===== src/rtl/frame_pkg.sv =====
// Shared definitions for the call/return frame sequencer: state encoding,
// frame record layout ({pc, tos}) and default parameter values.
package frame_pkg;

  localparam int DEF_DATA_WIDTH = 8;
  localparam int DEF_ADDR_WIDTH = 12;
  localparam int DEF_DEPTH_LOG2 = 4;

  // Frame record is {pc, tos}, pc in the upper half.
  localparam int FRAME_W = 2 * DEF_ADDR_WIDTH;

  typedef enum logic [1:0] {
    IDLE    = 2'd0,
    POP_RD  = 2'd1,
    POP_OUT = 2'd2
  } state_t;

  function automatic int frame_width(input int addr_width);
    return 2 * addr_width;
  endfunction

endpackage


===== src/rtl/frame_ram.sv =====
// Frame storage: one wide memory holding {pc, tos} records, single write
// port and a registered read port.
module frame_ram
  import frame_pkg::*;
#(
  parameter int AW      = DEF_DEPTH_LOG2,
  parameter int FRAME_W = frame_pkg::FRAME_W
) (
  input  logic               clk,
  input  logic               we,
  input  logic [AW-1:0]      wr_addr,
  input  logic [FRAME_W-1:0] wr_data,
  input  logic               re,
  input  logic [AW-1:0]      rd_addr,
  output logic [FRAME_W-1:0] rd_data
);

  logic [FRAME_W-1:0] mem [0:(1<<AW)-1];

  always_ff @(posedge clk) begin
    if (we)
      mem[wr_addr] <= wr_data;
    if (re)
      rd_data <= mem[rd_addr];
  end

endmodule


===== src/rtl/frame_return_ctrl.sv =====
// Call/return frame sequencer: pushes {pc, tos} on CALL, pops and returns
// them with the callee's value on RET. FRAME_DEPTH_HWM_EN adds a depth high-water mark.
module frame_return_ctrl
  import frame_pkg::*;
#(
  parameter int DATA_WIDTH = DEF_DATA_WIDTH,
  parameter int ADDR_WIDTH = DEF_ADDR_WIDTH,
  parameter int DEPTH_LOG2 = DEF_DEPTH_LOG2
) (
  input  logic                  clk,
  input  logic                  reset,
  input  logic                  call_req,
  input  logic [ADDR_WIDTH-1:0] call_pc,
  input  logic [ADDR_WIDTH-1:0] call_tos,
  output logic                  call_ack,
  input  logic                  ret_req,
  input  logic [DATA_WIDTH-1:0] ret_val,
  output logic                  ret_valid,
  output logic [ADDR_WIDTH-1:0] ret_pc,
  output logic [ADDR_WIDTH-1:0] ret_tos,
  output logic [DATA_WIDTH-1:0] ret_data,
  output logic                  busy,
  output logic [DEPTH_LOG2:0]   depth,
  output logic                  overflow,
  output logic                  underflow,
  output logic [DEPTH_LOG2:0]   depth_hwm
);

  localparam int FW = frame_width(ADDR_WIDTH);
  localparam logic [DEPTH_LOG2-1:0] PTR_ONE   = 1;
  localparam logic [DEPTH_LOG2:0]   DEPTH_ONE = 1;
  localparam logic [DEPTH_LOG2:0]   MAX_DEPTH = {1'b1, {DEPTH_LOG2{1'b0}}};

  state_t                state, state_nxt;
  logic [DEPTH_LOG2-1:0] ptr, rd_addr;
  logic                  zero_frame;
  logic                  we, re, push, pop, ack_set, ovf_set, unf_set, ret_latch;
  logic [FW-1:0]         rd_frame_p1;

  always_ff @(posedge clk) begin
    if (reset)
      state <= IDLE;
    else
      state <= state_nxt;
  end

  // RET has priority over CALL; RAM access only ever starts from IDLE.
  always_comb begin
    state_nxt = state;
    we        = 1'b0;
    re        = 1'b0;
    push      = 1'b0;
    pop       = 1'b0;
    ack_set   = 1'b0;
    ovf_set   = 1'b0;
    unf_set   = 1'b0;
    ret_latch = 1'b0;
    case (state)
      IDLE: begin
        if (ret_req) begin
          ret_latch = 1'b1;
          re        = 1'b1;
          state_nxt = POP_RD;
          if (depth != '0)
            pop = 1'b1;
          else
            unf_set = 1'b1;
        end else if (call_req) begin
          ack_set = 1'b1;
          if (depth != MAX_DEPTH) begin
            we   = 1'b1;
            push = 1'b1;
          end else begin
            ovf_set = 1'b1;
          end
        end
      end
      POP_RD:  state_nxt = POP_OUT;
      POP_OUT: state_nxt = IDLE;
      default: state_nxt = IDLE;
    endcase
  end

  assign rd_addr = ptr - PTR_ONE;
  assign busy    = (state != IDLE);

  frame_ram #(
    .AW      (DEPTH_LOG2),
    .FRAME_W (FW)
  ) u_frame_ram (
    .clk     (clk),
    .we      (we),
    .wr_addr (ptr),
    .wr_data ({call_pc, call_tos}),
    .re      (re),
    .rd_addr (rd_addr),
    .rd_data (rd_frame_p1)
  );

  always_ff @(posedge clk) begin
    if (reset) begin
      ptr        <= '0;
      depth      <= '0;
      call_ack   <= 1'b0;
      ret_valid  <= 1'b0;
      ret_pc     <= '0;
      ret_tos    <= '0;
      ret_data   <= '0;
      overflow   <= 1'b0;
      underflow  <= 1'b0;
      zero_frame <= 1'b0;
    end else begin
      call_ack  <= ack_set;
      ret_valid <= (state == POP_RD);
      if (push) begin
        ptr   <= ptr + PTR_ONE;
        depth <= depth + DEPTH_ONE;
      end else if (pop) begin
        ptr   <= ptr - PTR_ONE;
        depth <= depth - DEPTH_ONE;
      end
      if (ovf_set)
        overflow <= 1'b1;
      if (unf_set)
        underflow <= 1'b1;
      if (ret_latch) begin
        ret_data   <= ret_val;
        zero_frame <= unf_set;
      end
      // Frame read data is registered by now; publish it as POP_OUT begins.
      if (state == POP_RD) begin
        ret_pc  <= zero_frame ? '0 : rd_frame_p1[FW-1:ADDR_WIDTH];
        ret_tos <= zero_frame ? '0 : rd_frame_p1[ADDR_WIDTH-1:0];
      end
    end
  end

`ifdef FRAME_DEPTH_HWM_EN
  logic [DEPTH_LOG2:0] hwm;

  always_ff @(posedge clk) begin
    if (reset)
      hwm <= '0;
    else if (depth > hwm)
      hwm <= depth;
  end

  assign depth_hwm = hwm;
`else
  assign depth_hwm = '0;
`endif

endmodule


===== config.mk =====
export PLATFORM = sky130hd
export DESIGN_NAME = frame_return_ctrl
export DESIGN_NICKNAME = d
export VERILOG_FILES = /design/src/rtl/frame_pkg.sv /design/src/rtl/frame_ram.sv /design/src/rtl/frame_return_ctrl.sv
export SDC_FILE = /design/constraint.sdc
export NUM_CORES = 1
export LEC_CHECK = 0
export CAP_MARGIN = 20
export CELL_PAD_IN_SITES_DETAIL_PLACEMENT = 1
export CELL_PAD_IN_SITES_GLOBAL_PLACEMENT = 2
export CORE_UTILIZATION = 35
export CTS_CLUSTER_DIAMETER = 50
export DETAILED_ROUTE_END_ITERATION = 8
export PLACE_DENSITY = 0.58
export SKIP_LAST_GASP = 1
export SLEW_MARGIN = 20
export SYNTH_ARGS = -nofsm -noshare
export SYNTH_HDL_FRONTEND = slang
export SYNTH_HIERARCHICAL = 1
export SYNTH_SLANG_ARGS = --single-unit

===== constraint.sdc =====
create_clock -name clk -period 4.55 [get_ports clk]
set_input_delay 0.91 -clock clk [delete_from_list [all_inputs] [get_ports clk]]
set_output_delay 0.91 -clock clk [all_outputs]
set_load 0.005 [all_outputs]

==> run_results.csv <==
group,metric,value,unit
synth,seq_area_frac_synth,77.3,%
die,initial_core_util,35.7,%
die,io-pin-count,83,
layout,num-fill-cells,4507,
sta,period_minus_slack,3.12,ns
layout,final_nets,989,
setup_path,crit_path_cell_trace,"clkdlybuf4s50_1 > nor4b_4 > o21ai_4 > inv_2 > nand3_1 > nor2_4 > buf_12",
drt,first_iter_violations,521,
synth,synth_seq_cells,456,
clock_tree,path_clk_slew,0.05,ns
global_route,grt_start_max_net_pins,98,
sta,drv_slew,0,
synth,mappedNetlistArea,17100,µm²
global_route,grt_pass1_vias,8934,
clock_tree,cts_tree,"built",
global_route,grt_overflow,0,
setup_path,end_kind,"register",
drt,via_count,8299,
synth,synthArstFlopShare,0,%
layout,final_cell_area,20700,µm²
synth,synth_cell_types,49,
setup_path,critPathArrivalTime,3.41,ns
setup_path,required,4.84,ns
power_and_ir_drop,p_per_area,618,nW/µm²
power_and_ir_drop,max-vdd-ir-drop,0.337,mV
clock_tree,number_of_clock_buffers_inserted_by_tritoncts,54,
die,core_area,47900,µm²
global_route,gr-usage-all-layers,16.5,%
run,max_cap_violations,0,
place,hpwl,23300,µm
setup_path,setup.worst_path.class,"primary input to register",
setup_path,critPathMaxFanout,13,
place,gp_routability_congestion,0.700,
synth,synth.area.top_cells,"sky130_fd_sc_hd__edfxtp_1 (72%), sky130_fd_sc_hd__mux4_2 (13%), sky130_fd_sc_hd__dfxtp_1 (5.6%)",
sta,min_period_over_period,68.5,%
setup_path,cell_class_contributing_the_biggest_share_of_worst_path_delay,"simple AND/OR/NAND/NOR gates",
drt,route.detailed.vias_per_inst,5.16,
place,numPortBuffers,77,
setup_path,critical_path.n_buffers_inverters,3,
synth,synth_edf_count,408,
synth,yosys_warnings,6,
layout,syn2layout_area_growth,20.8,%
drt,drt-pass1-iter-count,4,
sta,worst-slew-pin-transition,0.856,ns
layout,share_of_final_layout_standard_cells_stronger_than_drive_strength_1,25.2,%
setup_path,launching_element_type_of_the_critical_path,"primary input",
clock_tree,clock_tree.buffer_depth,3,
die,die_height,223,µm
clock_tree,cts_post_setup_buffers_inserted,0,
global_route,antenna_violations_before_repair,0,
synth,postSynth.topFlopCell,"sky130_fd_sc_hd__edfxtp_1",
global_route,grt_pass1_wl,59900,µm
synth,synth_top_area_share,71.6,%
drt,route.final.wire_length,39800,µm
setup_path,critical-path-max-stage-delay,0.67,ns
sta,rsz_0062_raised_after_global_routing,"false",
power_and_ir_drop,power_leakage,6.72,nW
layout,insertedDiodeCount,0,
drt,routed_wire_length_per_instance,24.7,µm
sta,finalSetupViolations,0,
sta,final.setup.tns,0,ns
clock_tree,clock_latency,0.60,ns
layout,postLayoutCoreUtil,43.1,%
sta,whs,0.453,ns
place,placed_standard_cell_area,18900,µm²
clock_tree,cts.repair.resized,0,
die,die-area,49700,µm²
sta,slew_headroom,43.0,%
clock_tree,cts_num_sinks,456,
sta,worst_clock_skew,0.0194,ns
setup_path,cell_with_the_largest_stage_delay_on_the_worst_path,"sky130_fd_sc_hd__nor2_4",
power_and_ir_drop,design_power_total,12.8,mW
die,placement_rows,80,
sta,achievable-frequency,321,MHz
drt,final_antenna_net_count,0,
synth,synth.avg_cell_area,20.7,µm²
clock_tree,h_tree_depth,2,
status,run_status,"complete, no violations",
die,die_w,223,µm
clock_tree,ctsHoldBuffers,0,
synth,post_synth_inst_count,828,
sta,finalHoldViolCount,0,
synth,post-synth-top-area-cell,"sky130_fd_sc_hd__edfxtp_1",
clock_tree,cts_root_buffer,"sky130_fd_sc_hd__clkbuf_16",
drt,detail_route.drc_violations,0,
hold_path,worstHoldPathType,"register to register",
[synthesized netlist by cell type (all sizes together) (8+ instances only)]
cell type / n
a21oi: 18
a22o: 24
a22oi: 50
buf: 20
clkbuf: 28
dfxtp: 48
edfxtp: 408
mux4: 96
nand2: 44
nor2: 23
nor3: 8
[sequential cells by signal, indices dropped and copies added (netlist names)]
name	flops
ret_pc	12
ret_tos	12
ret_data	8
u_frame_ram/mem	384
zero_frame	1
ret_valid	1
depth	5
state	2
overflow	1
u_frame_ram/rd_data	24
underflow	1
ptr	4
call_ack	1
[area by class of cell]
class                   count  area (µm²)  area share, %
clock buffers              64        1410           6.83
clock inverters            37         328           1.59
inverters                   7        33.8          0.164
multi-input cells         321        3750           18.1
flip-flops and latches    456       13200           64.0
well taps                 615         769           3.73
repair buffers            107        1150           5.58
[worst reg2reg max path, cell delays in order (launching register included)]
cell,delay [ns]
sky130_fd_sc_hd__dfxtp_1,0.71
sky130_fd_sc_hd__nor3_1,0.19
sky130_fd_sc_hd__xor2_1,0.35
sky130_fd_sc_hd__nor2b_2,0.75
sky130_fd_sc_hd__buf_4,0.39
sky130_fd_sc_hd__a22oi_1,0.17
sky130_fd_sc_hd__nand2_1,0.11
[worst paths after layout]
path | slack [ns] | startpoint | cells past startpoint | to
worst max-delay path | 1.43 | ret_req | 7 | u_frame_ram/mem[14][4]
worst max register to register | 1.75 | ptr[0] | 6 | u_frame_ram/rd_data[9]
worst min register to register | 0.45 | ret_data[2] | 2 | ret_data[2]
worst min-delay path | 0.45 | ret_data[2] | 2 | ret_data[2]
[stage by stage]
step,setup slack [ns],instances
2_1_floorplan,0.438,832
3_3_place_gp,0.861,1505
3_5_place_dp,0.824,1506
4_1_cts,1.46,1607
5_1_grt,1.32,1607
6_report,1.43,1607
[cell usage in the layout (no fill, tap or decap), types with 3 or more instances in the layout]
cell type                         netlist  layout
sky130_fd_sc_hd__a21oi_1               17      16
sky130_fd_sc_hd__a22o_1                24      24
sky130_fd_sc_hd__a22oi_1               49      49
sky130_fd_sc_hd__buf_12                 0      11
sky130_fd_sc_hd__buf_4                  5      18
sky130_fd_sc_hd__bufinv_16              0       3
sky130_fd_sc_hd__clkbuf_1              27       9
sky130_fd_sc_hd__clkbuf_16              0      55
sky130_fd_sc_hd__clkdlybuf4s50_1        0      77
sky130_fd_sc_hd__clkinv_1               0       7
sky130_fd_sc_hd__clkinv_2               0      12
sky130_fd_sc_hd__clkinv_4               0       4
sky130_fd_sc_hd__conb_1                 1       5
sky130_fd_sc_hd__dfxtp_1               48      48
sky130_fd_sc_hd__edfxtp_1             408     408
sky130_fd_sc_hd__ha_1                   5       5
sky130_fd_sc_hd__inv_1                  6       3
sky130_fd_sc_hd__inv_6                  0       5
sky130_fd_sc_hd__inv_8                  0       3
sky130_fd_sc_hd__mux2_2                 3       3
sky130_fd_sc_hd__mux4_2                96      96
sky130_fd_sc_hd__nand2_1               44      44
sky130_fd_sc_hd__nand3_1                4       4
sky130_fd_sc_hd__nor2_1                23      10
sky130_fd_sc_hd__nor2_4                 0      12
sky130_fd_sc_hd__nor2b_1                7       4
sky130_fd_sc_hd__nor2b_2                0       3
sky130_fd_sc_hd__nor3_1                 8       4
sky130_fd_sc_hd__nor3_2                 0       4
sky130_fd_sc_hd__nor3b_1                3       3
sky130_fd_sc_hd__xor2_1                 3       3
[kinds of logic (layout without fill, tap and decap cells)]
group	after synthesis	in the layout	synth area share (%)
XOR/XNOR	3	3	0.154
flip-flops	456	456	77.3
AO/OA/AOI/OAI	100	100	4.39
AND/OR/NAND/NOR	107	107	3.12
other	1	5	0.0219
buffers and inverters	55	215	1.67
multiplexers	100	100	12.9
adder cells (fa/ha/maj)	6	6	0.483
[routing by layer]
metal / part of all wire [%] / GRT usage [%] / vias to the layer above
li1: - / - / 3661
met1: 46 / 22.5 / 4419
met2: 48 / 26.8 / 158
met3: 4.1 / 3.28 / 61
met4: 2.3 / 4.98 / 0
met5: 0 / 0 / -
[report_power, final]
part,internal [mW],switching (mW)
registers,4.99,0.156
logic,1.45,2.01
clock network,2.41,1.74
total,8.85,3.91
No activity file was read; power rests on OpenSTA's default activity.
